[src/rtl/multi_vc_buffer.sv]
// rtl/multi_vc_buffer.sv - multi-VC first-word-fall-through flit buffer; optional count_o under BUFFER_OCCUPANCY_EN
module multi_vc_buffer #(
  parameter int DATA_WIDTH = 16,
  parameter int SIZE       = 8,
  parameter int NUM_VC     = 2,
  localparam int VC_BITS   = (NUM_VC > 1) ? $clog2(NUM_VC) : 1
) (
  input  logic                  clk,
  input  logic                  rst,
  input  logic [DATA_WIDTH-1:0] data_i,
  input  logic                  write_i,
  input  logic [VC_BITS-1:0]    write_vc_i,
  input  logic                  read_i,
  input  logic [VC_BITS-1:0]    read_vc_i,
  output logic [DATA_WIDTH-1:0] data_o,
  output logic [NUM_VC-1:0]     full_o,
  output logic [NUM_VC-1:0]     empty_o
`ifdef BUFFER_OCCUPANCY_EN
  ,
  output logic [NUM_VC*$clog2(SIZE+1)-1:0] count_o
`endif
);

  localparam int                  PTR_BITS = $clog2(SIZE);
  localparam logic [VC_BITS:0]    NUM_VC_L = (VC_BITS+1)'(NUM_VC);
  localparam logic [PTR_BITS-1:0] LAST_PTR = PTR_BITS'(SIZE - 1);

  logic [DATA_WIDTH-1:0] mem_q    [NUM_VC][SIZE];
  logic [PTR_BITS-1:0]   rd_ptr_q [NUM_VC];
  logic [PTR_BITS-1:0]   rd_ptr_d [NUM_VC];
  logic [PTR_BITS-1:0]   wr_ptr_q [NUM_VC];
  logic [PTR_BITS-1:0]   wr_ptr_d [NUM_VC];
  logic [NUM_VC-1:0]     full_q, full_d;
  logic [NUM_VC-1:0]     empty_q, empty_d;
  logic [NUM_VC-1:0]     wr_ok, rd_ok;
  logic                  wr_in_range, rd_in_range;
  logic [VC_BITS-1:0]    rd_vc_sel;

  // Circular increment; SIZE need not be a power of two, so wrap explicitly.
  function automatic logic [PTR_BITS-1:0] ptr_inc(input logic [PTR_BITS-1:0] p);
    return (p == LAST_PTR) ? '0 : p + PTR_BITS'(1);
  endfunction

  assign wr_in_range = ({1'b0, write_vc_i} < NUM_VC_L);
  assign rd_in_range = ({1'b0, read_vc_i} < NUM_VC_L);

  // Out-of-range read VC falls back to VC0 so the mux never indexes past the array.
  assign rd_vc_sel = rd_in_range ? read_vc_i : '0;
  assign data_o    = mem_q[rd_vc_sel][rd_ptr_q[rd_vc_sel]];
  assign full_o    = full_q;
  assign empty_o   = empty_q;

  // Decode which VC (if any) accepts the write and the read this cycle.
  always_comb begin
    wr_ok = '0;
    rd_ok = '0;
    for (int v = 0; v < NUM_VC; v++) begin
      wr_ok[v] = write_i && wr_in_range && (write_vc_i == VC_BITS'(v)) && !full_q[v];
      rd_ok[v] = read_i  && rd_in_range && (read_vc_i  == VC_BITS'(v)) && !empty_q[v];
    end
  end

  // Per-VC pointer and flag next state; a simultaneous read+write leaves the flags alone.
  always_comb begin
    full_d  = full_q;
    empty_d = empty_q;
    for (int v = 0; v < NUM_VC; v++) begin
      rd_ptr_d[v] = rd_ptr_q[v];
      wr_ptr_d[v] = wr_ptr_q[v];
      case ({wr_ok[v], rd_ok[v]})
        2'b10: begin
          wr_ptr_d[v] = ptr_inc(wr_ptr_q[v]);
          full_d[v]   = (ptr_inc(wr_ptr_q[v]) == rd_ptr_q[v]);
          empty_d[v]  = 1'b0;
        end
        2'b01: begin
          rd_ptr_d[v] = ptr_inc(rd_ptr_q[v]);
          empty_d[v]  = (ptr_inc(rd_ptr_q[v]) == wr_ptr_q[v]);
          full_d[v]   = 1'b0;
        end
        2'b11: begin
          wr_ptr_d[v] = ptr_inc(wr_ptr_q[v]);
          rd_ptr_d[v] = ptr_inc(rd_ptr_q[v]);
        end
        default: ;
      endcase
    end
  end

  // Pointer and flag registers; reset empties every VC and wins over any request.
  always_ff @(posedge clk) begin
    if (!rst) begin
      for (int v = 0; v < NUM_VC; v++) begin
        rd_ptr_q[v] <= '0;
        wr_ptr_q[v] <= '0;
      end
      full_q  <= '0;
      empty_q <= '1;
    end else begin
      rd_ptr_q <= rd_ptr_d;
      wr_ptr_q <= wr_ptr_d;
      full_q   <= full_d;
      empty_q  <= empty_d;
    end
  end

  // Flit storage is not reset; accepted writes land at the VC's write pointer.
  always_ff @(posedge clk) begin
    for (int v = 0; v < NUM_VC; v++) begin
      if (rst && wr_ok[v]) begin
        mem_q[v][wr_ptr_q[v]] <= data_i;
      end
    end
  end

`ifdef BUFFER_OCCUPANCY_EN
  localparam int CNT_BITS = $clog2(SIZE + 1);

  logic [CNT_BITS-1:0] count_q [NUM_VC];

  // Occupancy counters track write-only and read-only updates per VC.
  always_ff @(posedge clk) begin
    if (!rst) begin
      for (int v = 0; v < NUM_VC; v++) count_q[v] <= '0;
    end else begin
      for (int v = 0; v < NUM_VC; v++) begin
        case ({wr_ok[v], rd_ok[v]})
          2'b10:   count_q[v] <= count_q[v] + CNT_BITS'(1);
          2'b01:   count_q[v] <= count_q[v] - CNT_BITS'(1);
          default: ;
        endcase
      end
    end
  end

  for (genvar g = 0; g < NUM_VC; g++) begin : g_count
    assign count_o[g*CNT_BITS +: CNT_BITS] = count_q[g];
  end
`endif

endmodule

[config.mk]
export PLATFORM = sky130hd
export DESIGN_NAME = multi_vc_buffer
export DESIGN_NICKNAME = d
export VERILOG_FILES = /design/src/rtl/multi_vc_buffer.sv
export SDC_FILE = /design/constraint.sdc
export NUM_CORES = 1
export LEC_CHECK = 0
export ABC_CLOCK_PERIOD_IN_PS = 4900
export BUFFER_PORTS_ARGS = -buffer_cell sky130_fd_sc_hd__buf_2
export CORE_AREA = 2 2 154 156
export DETAILED_ROUTE_END_ITERATION = 7
export DIE_AREA = 0 0 156 158
export HOLD_SLACK_MARGIN = 0.03
export PLACE_DENSITY = 0.71
export SYNTH_ARGS = -nofsm -noshare
export SYNTH_HDL_FRONTEND = slang
export SYNTH_SLANG_ARGS = --single-unit
[constraint.sdc]
create_clock -name clk -period 4.9 [get_ports clk]
set_input_delay 0.49 -clock clk [delete_from_list [all_inputs] [get_ports clk]]
set_output_delay 0.49 -clock clk [all_outputs]
set_load 0.05 [all_outputs]
# Yosys cells after proc, flatten, opt, wreduce, memory -nomap -nowiden

Memories as Yosys holds them, arrays and structs flattened.
Index checks and enable logic that the tools add are counted.

Logic and storage cells: 87
Memories kept: 1
Memory bits (writable): 256
Register bits after elaboration: 16
Output and inout port bits: 20
Input bits: 22

Reduce and logical (&&, ||, !) cells: 23
Mux-type cells: 25
Add/sub/neg operators: 4
Equal/unequal tests: 14
Bitwise logic cells: 6
Order comparisons: 6

Memories:

| memory | depth | bits a word | read ports | clocked after Yosys merged registers in | write ports | RTL line | RTL |
|---|---|---|---|---|---|---|---|
| mem_q  | 2     | 128         | 1          | 0                                       | 1           | 28       | `logic [DATA_WIDTH-1:0] mem_q [NUM_VC][SIZE];` |

Operators with widths:

| kind                                                                  | number |
|---|---|
| 128-bit 2-to-1 mux                                                    | 4 |
| 128-bit OR reduction                                                  | 1 |
| 16-bit demux with 3-bit select                                        | 2 |
| 16-bit 2-to-1 mux                                                     | 4 |
| 16-bit binary-select mux with 3-bit select                            | 1 |
| 3-bit 2-to-1 mux                                                      | 7 |
| 3-bit by 1-bit adder with 3-bit output (second input constant)        | 4 |
| 3-bit == test                                                         | 4 |
| 3-bit == test (second input constant)                                 | 4 |
| 4-bit >= comparator (second input constant)                           | 3 |
| 1-bit logical AND                                                     | 12 |
| 3-bit NOT with 4-bit output                                           | 3 |
| 2-bit == test (second input constant)                                 | 4 |
| 4-bit by 1-bit < comparator with 1-bit output (second input constant) | 2 |
| 1-bit one-hot mux with 2 select lines                                 | 4 |
| 2-bit OR reduction                                                    | 4 |
| 2-bit by 1-bit == test with 1-bit output (second input constant)      | 2 |
| 1-bit zero test                                                       | 4 |
| 2-bit nonzero test                                                    | 2 |
| 1-bit 2-to-1 mux                                                      | 3 |
| 2-bit >= comparator (second input constant)                           | 1 |
| 1-bit NOT                                                             | 2 |
| 1-bit NOT with 2-bit output                                           | 1 |

# Logic depth before layout (Yosys ltp)

Gate-level depths: netlist (run 1).

Depth after elaboration: 8
Gate-level depth with buffers: 10
Depth with buffers taken out: 8

# Worst setup path after synthesis (run 1)

No wires, ideal clock.

Path kind: input to output
Start: in read_vc_i
End: out data_o[3]
Arrival time: 2263 ps
Path buffers: 2
Setup slack: 2147 ps
Required time: 4410 ps
Stages: 4
Cell sequence: buf_4 -> clkbuf_1 -> o21ai_0 -> a221oi_1

Longest elaborated chain between the ends: 8
Elaborated cells between the ends (all ways): 9
Those cells by class: 6 x mux; 2 x bitwise; 1 x memory

RTL lines:

| element                                                  | RTL line | RTL |
|---|---|---|
| start, declared                                          | 14       | `input logic [VC_BITS-1:0] read_vc_i,` |
| 1-bit NOT with 2-bit output (not written as such)        | 49       | `assign data_o = mem_q[rd_vc_sel][rd_ptr_q[rd_vc_sel]];` |
| 3-bit 2-to-1 mux (not written as such) (3 in a row)      | 49       |  |
| 3-bit NOT with 4-bit output (not written as such)        | 49       |  |
| 16-bit binary-select mux with 3-bit select (*)           | 49       |  |
| 16-bit 2-to-1 mux (not written as such) (*) (2 in a row) | 49       |  |
| end, declared                                            | 15       | `output logic [DATA_WIDTH-1:0] data_o,` |

Mark *: on every way between the ends. The rest lies on a longest branch, timed or not. The select of a mux whose other input is x is not followed.

# Final worst setup path (run 1)

Start: reg rd_ptr_q[3] in the netlist's numbering
End: out data_o[14]

Longest elaborated chain between the ends: 7

RTL lines:

| element                                              | RTL line | RTL |
|---|---|---|
| start, declared                                      | 29       | `logic [PTR_BITS-1:0] rd_ptr_q [NUM_VC];` |
| start signal, assigned                               | 100      | `rd_ptr_q <= rd_ptr_d;` |
| 3-bit 2-to-1 mux (not written as such) (3 in a row)  | 49       |  |
| 3-bit NOT with 4-bit output (not written as such)    | 49       |  |
| 16-bit binary-select mux with 3-bit select           | 49       |  |
| 16-bit 2-to-1 mux (not written as such) (2 in a row) | 49       |  |

Every way passes these cells. The select of a mux whose other input is x is not followed.

==> run summary, run 1 <==
Num CTS Buffers: 27
Die height: 158 um
Diodes inserted: 0
Cell count after synthesis: 704
Final std cells w/o fill: 1058
Avg Vias per Cell: 5.73
Core footprint: 23100 um2
Final hold slack: 0.321 ns
Vias: 6066
Post-route DRC: 0
Max-Cap Viols: 0
XOR/XNOR Fraction of Synth Area: 0.856%
Final Util: 54.6%
Final period util: 73.2%
Status: finished, final reports clean
GRT Overall Usage: 19.2%
Leakage power: 4.02 nW
Hold Violations, Final: 0
DP Worst Slack: 1.37 ns
Final slew viol count: 0
Setup CP Type: reg2out
Post-synthesis cell area: 11300 um2
Detailed-route wire length per cell: 21.8 um
Mux cell area share after synthesis: 12.4%
# clock sinks: 272
CP Launch Type: register
Post-synthesis adder-cell area fraction: 1.33%
CP peak stage delay: 0.92 ns
Final antenna-violating net count: 0
Overflow after GRT: 0
Placer Congestion: 0.830
Worst VDD drop: 0.228 mV
Synth warn: 0
Simple-Gate Fraction of Synth Area: 6.26%
Sequential element share of the synthesized area: 71.2%
Fillers: 1766
Slowest cell on crit path: dfxtp_2
Initial antenna violation count: 0
Fmax achieved: 279 MHz
Final Critical Period: 3.59 ns
Largest family of logic cells by synthesized area: multiplexers
Clk buf depth: 3
Flops & latches, synth: 272
Reg clk slew, reported paths: 0.06 ns
Avg Inst Size Synth: 16.0 um2
Die Footprint: 24600 um2
First-pass GRT wire length: 35.5 mm
Initial Utilization: 48.8%
Total power: 4.81 mW
Area Overhead vs Synth: 11.9%
Power Density: 382 nW/um2
Ports: 42
Nets: 782
Die width: 156 um
Placed inst area: 11700 um2
Hold buffers post-CTS: 0
Rows: 56
HPWL after DPL: 13.1 mm
CP Cell Sequence: buf_4 -> mux2_2 -> o211ai_1 -> nand4_1 -> buf_2
Worst Hold Class: in2reg
Final setup TNS: 0 ns
Resize count post-CTS: 0
Clk_skew: 0.0190 ns
I/O Buffers: 41
Async SR Flop Fraction: 0%
Worst-path fanout max: 39
Fin worst setup slack: 1.31 ns
Worst relative slew slack: 15.2%
EDFF count, synth: 256
RSZ-0062 raised after global routing: false
Clock root cell: clkbuf_16
Post-route cell area: 12600 um2
TritonRoute pass-1 iters: 5
Syn nets: 738
Final setup fails: 0
TritonCTS clock tree: yes
Dpl cells: 1009
Layout cell share with drive strength beyond 1: 23.7%
Largest net degree at the start of global routing: 76
Initial detailed-routing violation count: 463
Routed WL: 23.0 mm
Post-CTS Repair Setup Buffers: 0
Ys flop type: edfxtp_1
Worst slew pin tran: 1.27 ns
Critical Path RT: 4.41 ns
Compound-Gate Fraction of Synth Area: 5.82%
Vias in the first global route: 6225
Clock insertion delay at the later pin of the skew report: 0.53 ns
Data arrival, critical path: 3.10 ns
CTS H-tree lvls: 1
Yosys cell types: 44
Setup crit end kind: primary output
[final cells by class]
cell class / instances / area (um2) / area share, %
inverter: 4 / 15.0 / 0.119
multi-input combinational: 389 / 3050 / 24.2
timing repair buffer: 54 / 305 / 2.42
clock inverter: 14 / 144 / 1.14
clock buffer: 35 / 706 / 5.60
sequential: 272 / 8010 / 63.6
tap: 290 / 363 / 2.88
[critical path: cells and delay by family, from the launching register on]
family,cells,cell delay [ns]
compound gates,1,0.24
buf+inv,2,0.84
flops,1,0.92
mux,1,0.40
simple gates,1,0.14
[synth_stat cells (4+ instances only)]
cell type | instances | area (um2)
edfxtp_1 | 256 | 7690
nand2_1 | 77 | 289
mux2i_1 | 68 | 681
mux2_2 | 63 | 709
o211ai_1 | 57 | 428
buf_2 | 21 | 105
nor2_1 | 18 | 67.6
dfxtp_1 | 16 | 320
nand4_1 | 15 | 93.8
ha_1 | 12 | 150
nor3_1 | 10 | 50.1
nor2b_1 | 8 | 50.1
xnor2_1 | 8 | 70.1
o21ai_0 | 7 | 35.0
a21boi_0 | 6 | 45.0
clkbuf_1 | 6 | 22.5
buf_4 | 5 | 37.5
a21oi_1 | 4 | 20.0
buf_6 | 4 | 45.0
nand2b_1 | 4 | 25.0
nand3b_1 | 4 | 30.0
[placed cells by master, fill, tap and decap left out, types with 2 or more instances in the layout]
master,netlist,final
edfxtp_1,256,256
nand2_1,77,77
mux2i_1,68,68
mux2_2,63,63
o211ai_1,57,57
buf_2,21,40
clkbuf_16,0,27
nand4_1,15,15
dfxtp_1,16,14
buf_4,5,14
nor2_2,0,12
ha_1,12,12
nor2b_1,8,8
xnor2_1,8,8
clkbuf_1,6,8
o21ai_0,7,7
nor3_1,10,6
nor2_1,18,6
a21boi_0,6,6
clkinv_2,0,6
nand2b_1,4,4
nand3b_1,4,4
nor3_2,0,4
a21oi_1,4,4
nand3_1,3,3
inv_1,3,3
a32oi_1,3,3
xor2_1,3,3
clkinv_1,0,3
bufinv_16,0,3
or2_1,2,2
nor3b_1,2,2
o211ai_2,2,2
[state kept, by name, summed over array words and instances (netlist names)]
| name | flops |
|---|---|
| empty_o | 2 |
| full_o | 2 |
| mem_q | 256 |
| rd_ptr_q | 6 |
| wr_ptr_q | 6 |
[per-layer routing]
metal | share of wire, % | track usage [%]
met1 | 43 | 25.2
met2 | 48 | 32.7
met3 | 5.1 | 2.71
met4 | 3.2 | 7.34
met5 | 0 | 0
[final timing paths]
kind | startpoint | endpoint | slack, ns | cells after the start
setup / recovery | rd_ptr_q[3] | data_o[14] | 1.31 | 5
hold / removal | rst | empty_o[1] | 0.32 | 2
setup reg to reg | rd_ptr_q[3] | empty_o[0] | 2.19 | 6
hold reg to reg | empty_o[1] | empty_o[1] | 0.51 | 2
[kinds of logic after synthesis]
logic type,after synthesis
mux,131
xor+xnor,11
flops,272
buf+inv,43
fa+ha+maj,12
simple gates,148
compound gates,87
[where the power goes]
part | total, mW | switching [mW] | internal, mW
Clock | 1.98 | 0.807 | 1.17
Sequential | 2.58 | 0.0231 | 2.56
Combinational | 0.257 | 0.174 | 0.0837
Total | 4.81 | 1.00 | 3.81
No activity file was read; power rests on OpenSTA's default activity.
==> run 2: changes to the inputs <==
Settings changed: ABC_CLOCK_PERIOD_IN_PS 4900 to 3230, PLACE_DENSITY 0.71 to 0.73.
Clock period 4.9 ns to 3.23 ns, I/O delays scaled along.
==> run 2 against run 1 <==
  * Via count up 1.7%
  * Combinational power up 58%
  * Cell area up 0.98%
  * Largest cell class unchanged
  * Highest routed layer unchanged
==> run summary, run 2 (synthesis gave the netlist of run 1 again) <==
RSZ-0062 raised after global routing: false
Post-route DRC: 0 (unchanged)
Num CTS Buffers: 27 (unchanged)
Worst slew pin tran: 1.04 ns (-0.229 ns)
Clock root cell: clkbuf_16
Die width: 156 um (unchanged)
Hold buffers post-CTS: 0 (unchanged)
Clk_skew: 0.00795 ns (-0.0111 ns)
Fmax achieved: 322 MHz
Final Util: 55.2% (+0.54 points)
TritonRoute pass-1 iters: 5 (unchanged)
Placer Congestion: 0.773 (-6.8%)
Ports: 42 (unchanged)
Final hold slack: 0.159 ns (-0.162 ns)
Clock insertion delay at the later pin of the skew report: 0.53 ns (about the same)
Status: finished, final reports clean
Final setup fails: 0 (unchanged)
Clk buf depth: 3 (unchanged)
Worst VDD drop: 0.378 mV (+66%)
Reg clk slew, reported paths: 0.06 ns (about the same)
TritonCTS clock tree: yes
Worst setup path end: data_o[7]
Post-route cell area: 12700 um2 (+0.98%)
Final period util: 96.1%
Power Density: 566 nW/um2 (+48%)
Max FFs per register: 256 (unchanged)
Vias: 6171 (+1.7%)
Initial antenna violation count: 1 (+1)
Initial Utilization: 48.8% (unchanged)
First-pass GRT wire length: 35.9 mm (+1.1%)
Core footprint: 23100 um2 (unchanged)
Critical Path RT: 2.91 ns (-1.50 ns)
Crit path from: rd_ptr_q[2]
Resize count post-CTS: 0 (unchanged)
Nets: 798 (+2.0%)
Max-Cap Viols: 0 (unchanged)
Most frequent cells in the layout: edfxtp_1, nand2_1, mux2i_1
Final setup TNS: 0 ns (unchanged)
Final slew viol count: 0 (unchanged)
# clock sinks: 272 (unchanged)
R2R Path Start: rd_ptr_q[0]
Leakage power: 4.09 nW (+1.8%)
Die height: 158 um (unchanged)
Fillers: 1748 (-1.0%)
Detailed-route wire length per cell: 21.9 um (+0.59%)
Hold Violations, Final: 0 (unchanged)
Die Footprint: 24600 um2 (unchanged)
Layout cell share with drive strength beyond 1: 24.7% (+1.0 points)
Multi-input gate area in the final layout: 3050 um2 (unchanged)
Post-CTS Repair Setup Buffers: 0 (unchanged)
Rows: 56 (unchanged)
Worst R2R Path Depth: 6 (unchanged)
Placed inst area: 11900 um2 (+1.3%)
Setup CP Type: reg2out
Setup crit end kind: primary output
Worst reg-to-reg setup slack: 1.10 ns (-1.09 ns)
Routed WL: 23.6 mm (+2.2%)
Vias in the first global route: 6261 (+0.58%)
I/O Buffers: 41 (unchanged)
HPWL after DPL: 13.7 mm (+5.2%)
Worst-path fanout max: 15 (-62%)
Worst relative slew slack: 30.5% (+15 points)
Initial detailed-routing violation count: 517 (+12%)
Critical R2R Capture: empty_o[1]
Final std cells w/o fill: 1075 (+1.6%)
CTS H-tree lvls: 1 (unchanged)
Worst Hold Class: in2reg
Data arrival, critical path: 2.78 ns (-0.32 ns)
Dpl cells: 1025 (+1.6%)
Commonest non-fill, non-tap cell in the layout: edfxtp_1
Avg Vias per Cell: 5.74 (+0.12%)
Area Overhead vs Synth: 13.0%
Largest net degree at the start of global routing: 75 (-1.3%)
Final Critical Period: 3.10 ns
Overflow after GRT: 0 (unchanged)
Final antenna-violating net count: 0 (unchanged)
FF/Latch Area: 8010 um2 (unchanged)
CP Launch Type: register
GRT Overall Usage: 19.5% (+0.31 points)
-- run 2: changes by cell type in the layout (fill, tap and decap cells not counted), moves of 2 or more --
| cell | previous run | this run |
|---|---|---|
| buf_4 | 14 | 27 |
| buf_12 | 0 | 3 |
| bufinv_16 | 3 | 1 |
| clkinv_2 | 6 | 2 |
| clkbuf_1 | 8 | 12 |
-- run 2: worst min-delay path by stage --
stage	end	cells past startpoint	start
4_1_cts	empty_o[1]	2	rst
3_3_place_gp	empty_o[0]	2	empty_o[0]
5_1_grt	mem_q[0][30]	1	data_i[14]
6_report	empty_o[1]	2	rst
3_5_place_dp	empty_o[0]	2	empty_o[0]
2_1_floorplan	mem_q[0][0]	0	data_i[0]
-- run 2: report_power, final --
| group | leakage (nW) | switching (mW) | total, mW | internal [mW] |
|---|---|---|---|---|
| logic | 1.26 | 0.275 | 0.407 | 0.132 |
| registers | 2.44 | 0.0263 | 3.91 | 3.88 |
| clock network | 0.391 | 1.23 | 2.88 | 1.66 |
-- run 2: critical path, stage by stage (launching register included) --
cell and delay (ns):
dfxtp_1 0.37, nor3b_1 0.29, or2_1 0.85, o211ai_1 0.21
nand4_1 0.24, buf_2 0.30
-- run 2: routing by layer --
metal	global-route usage (%)	wire (um)
met5	0	0
met4	7.60	782
met3	2.66	1110
met2	32.7	11300
met1	26.1	10400
-- run 2: final cells by class --
cell class              count  share of cell area [%]
diodes                      1                  0.0197
clock buffers              40                    5.78
clock inverters             9                   0.620
inverters                   4                   0.118
multi-input cells         389                    24.0
flip-flops and latches    272                    63.0
well taps                 290                    2.85
repair buffers             70                    3.64
-- run 2: per-stage QoR --
step                      setup slack, ns  power [mW]
after detailed placement            0.655        4.39
final                               0.125        7.20
after global placement              0.748        4.37
after CTS                           0.162        7.24
after floorplan                     0.501        4.26
after global routing               0.0107        7.42
==> run 3: changes to the inputs <==
Settings changed: PLACE_DENSITY 0.73 to default, PLACE_DENSITY_LB_ADDON from default to 0.08.
==> run 3 against run 2 <==
  * Sequential share of layout area down 0.66 points
  * Clock power up 16%
  * Combinational power up 2%
  * Largest cell class unchanged
  * Via count barely moved
  * Highest routed layer unchanged
  * Global-route usage is 0.60 points higher
==> run summary, run 3 (synthesis gave the netlist of run 1 again) <==
Layout cell share with drive strength beyond 1: 25.5% (+0.80 points)
Fillers: 1829 (+4.6%)
Final setup fails: 0 (unchanged)
Post-route DRC: 0 (unchanged)
Most frequent cells in the layout: edfxtp_1, nand2_1, mux2i_1
Overflow after GRT: 0 (unchanged)
Status: finished, final reports clean
Final period util: 90.2% (-5.9 points)
Rows: 56 (unchanged)
Initial antenna violation count: 0 (-1)
Worst reg-to-reg setup slack: 1.05 ns (-0.05 ns)
Post-CTS Repair Setup Buffers: 0 (unchanged)
Reg clk slew, reported paths: 0.06 ns (about the same)
Post-route cell area: 12800 um2 (+1.1%)
Avg Vias per Cell: 5.73 (-0.10%)
Hold Violations, Final: 0 (unchanged)
Placer Congestion: 0.769 (-0.60%)
Critical R2R Capture: empty_o[1]
Vias in the first global route: 6117 (-2.3%)
Worst slew pin tran: 0.734 ns (-0.308 ns)
R2R Path Start: rd_ptr_q[0]
Crit path from: rd_ptr_q[4]
Worst Hold Class: in2reg
Worst VDD drop: 0.469 mV (+24%)
Routed WL: 24.4 mm (+3.7%)
Final antenna-violating net count: 0 (unchanged)
Area Overhead vs Synth: 14.2%
Diodes inserted: 0 (-1)
Final setup TNS: 0 ns (unchanged)
Worst relative slew slack: 51.1% (+21 points)
Vias: 6176 (+0.081%)
First-pass GRT wire length: 36.7 mm (+2.3%)
# clock sinks: 272 (unchanged)
Initial Utilization: 48.8% (unchanged)
Total power: 7.65 mW (+6.3%)
Nets: 799 (+0.13%)
TritonRoute pass-1 iters: 5 (unchanged)
Clock root cell: clkbuf_16
CP Launch Type: register
Initial detailed-routing violation count: 407 (-21%)
CTS H-tree lvls: 1 (unchanged)
FF/Latch Area: 8010 um2 (unchanged)
TritonCTS clock tree: yes
Power Density: 595 nW/um2 (+5.2%)
Commonest non-fill, non-tap cell in the layout: edfxtp_1
Hold wc startpoint: rst
Worst hold stages: 2 (unchanged)
Worst R2R Path Depth: 7 (+1)
Clock insertion delay at the later pin of the skew report: 0.54 ns (about the same)
Hold buffers post-CTS: 0 (unchanged)
Clk_skew: 0.0121 ns (+0.00418 ns)
Largest net degree at the start of global routing: 73 (-2.7%)
Multi-input gate area in the final layout: 3050 um2 (unchanged)
Ports: 42 (unchanged)
GRT Overall Usage: 20.1% (+0.60 points)
HPWL after DPL: 14.4 mm (+5.2%)
Setup CP Type: reg2out
Die width: 156 um (unchanged)
Final Util: 55.7% (+0.59 points)
Leakage power: 4.17 nW (+1.8%)
Final Critical Period: 2.91 ns (-0.191 ns)
Max-Cap Viols: 0 (unchanged)
Core footprint: 23100 um2 (unchanged)
Setup crit end kind: primary output
Die Footprint: 24600 um2 (unchanged)
Final slew viol count: 0 (unchanged)
I/O Buffers: 41 (unchanged)
Placed inst area: 11900 um2 (-0.17%)
Clk buf depth: 3 (unchanged)
Worst Hold Path EP: empty_o[1]
Max FFs per register: 256 (unchanged)
Final hold slack: 0.151 ns (-0.00842 ns)
Resize count post-CTS: 0 (unchanged)
Num CTS Buffers: 29 (+7.4%)
Detailed-route wire length per cell: 22.7 um (+3.5%)
Critical Path RT: 2.91 ns (about the same)
RSZ-0062 raised after global routing: false
Data arrival, critical path: 2.59 ns (-0.19 ns)
Fmax achieved: 343 MHz (+6.6%)
Die height: 158 um (unchanged)
Worst-path fanout max: 10 (-5)
==> run 3: cell types whose count changed in the layout (fill, tap and decap cells not counted) <==
| cell | delta |
|---|---|
| clkbuf_1 | -4 |
| bufinv_16 | +3 |
| clkbuf_8 | +3 |
| clkbuf_16 | +2 |
| clkinv_2 | +2 |
| buf_12 | -1 |
| clkinv_4 | +1 |
| clkinvlp_4 | -1 |
| diode_2 | -1 |
| inv_6 | -1 |
| inv_8 | -1 |
==> run 3: how the worst max path moves through the flow <==
stage | end | slack, ns | cells after the start
2_1_floorplan | mem_q[0][100] | 0.50 | 3
3_3_place_gp | data_o[3] | 0.72 | 6
3_5_place_dp | data_o[3] | 0.74 | 6
4_1_cts | data_o[8] | 0.25 | 6
5_1_grt | data_o[8] | 0.20 | 6
6_report | data_o[8] | 0.32 | 6
==> run 3: critical path, stage by stage (launching register included) <==
cell      delay [ns]
dfxtp_1         0.50
nand2_1         0.11
o21ai_2         0.57
buf_4           0.30
o211ai_1        0.14
nand4_1         0.15
buf_2           0.28
==> run 3: metal layers <==
layer	routed length (um)	up-vias	GRT usage (%)
met2	11700	124	33.4
li1	-	2852	-
met4	592	0	5.81
met1	11300	3156	28.0
met5	0	-	0
met3	850	44	2.76
==> run 3: through the flow <==
stage,std cells,worst slack [ns]
after floorplan,704,0.501
after global placement,1024,0.724
after detailed placement,1024,0.738
after CTS,1077,0.253
after global routing,1077,0.197
final,1077,0.316
==> run 3: layout make-up <==
| type | count | area share [%] |
|---|---|---|
| timing repair buffer | 69 | 3.45 |
| multi-input combinational | 389 | 23.7 |
| inverter | 4 | 0.117 |
| clock buffer | 41 | 6.31 |
| clock inverter | 12 | 1.25 |
| tap | 290 | 2.82 |
| sequential | 272 | 62.4 |
==> run 3: report_power, final <==
group / total [mW] / internal [mW] / switching (mW)
sequential: 3.91 / 3.88 / 0.0243
combinational: 0.415 / 0.134 / 0.281
clock: 3.33 / 2.05 / 1.27
total: 7.65 / 6.07 / 1.58
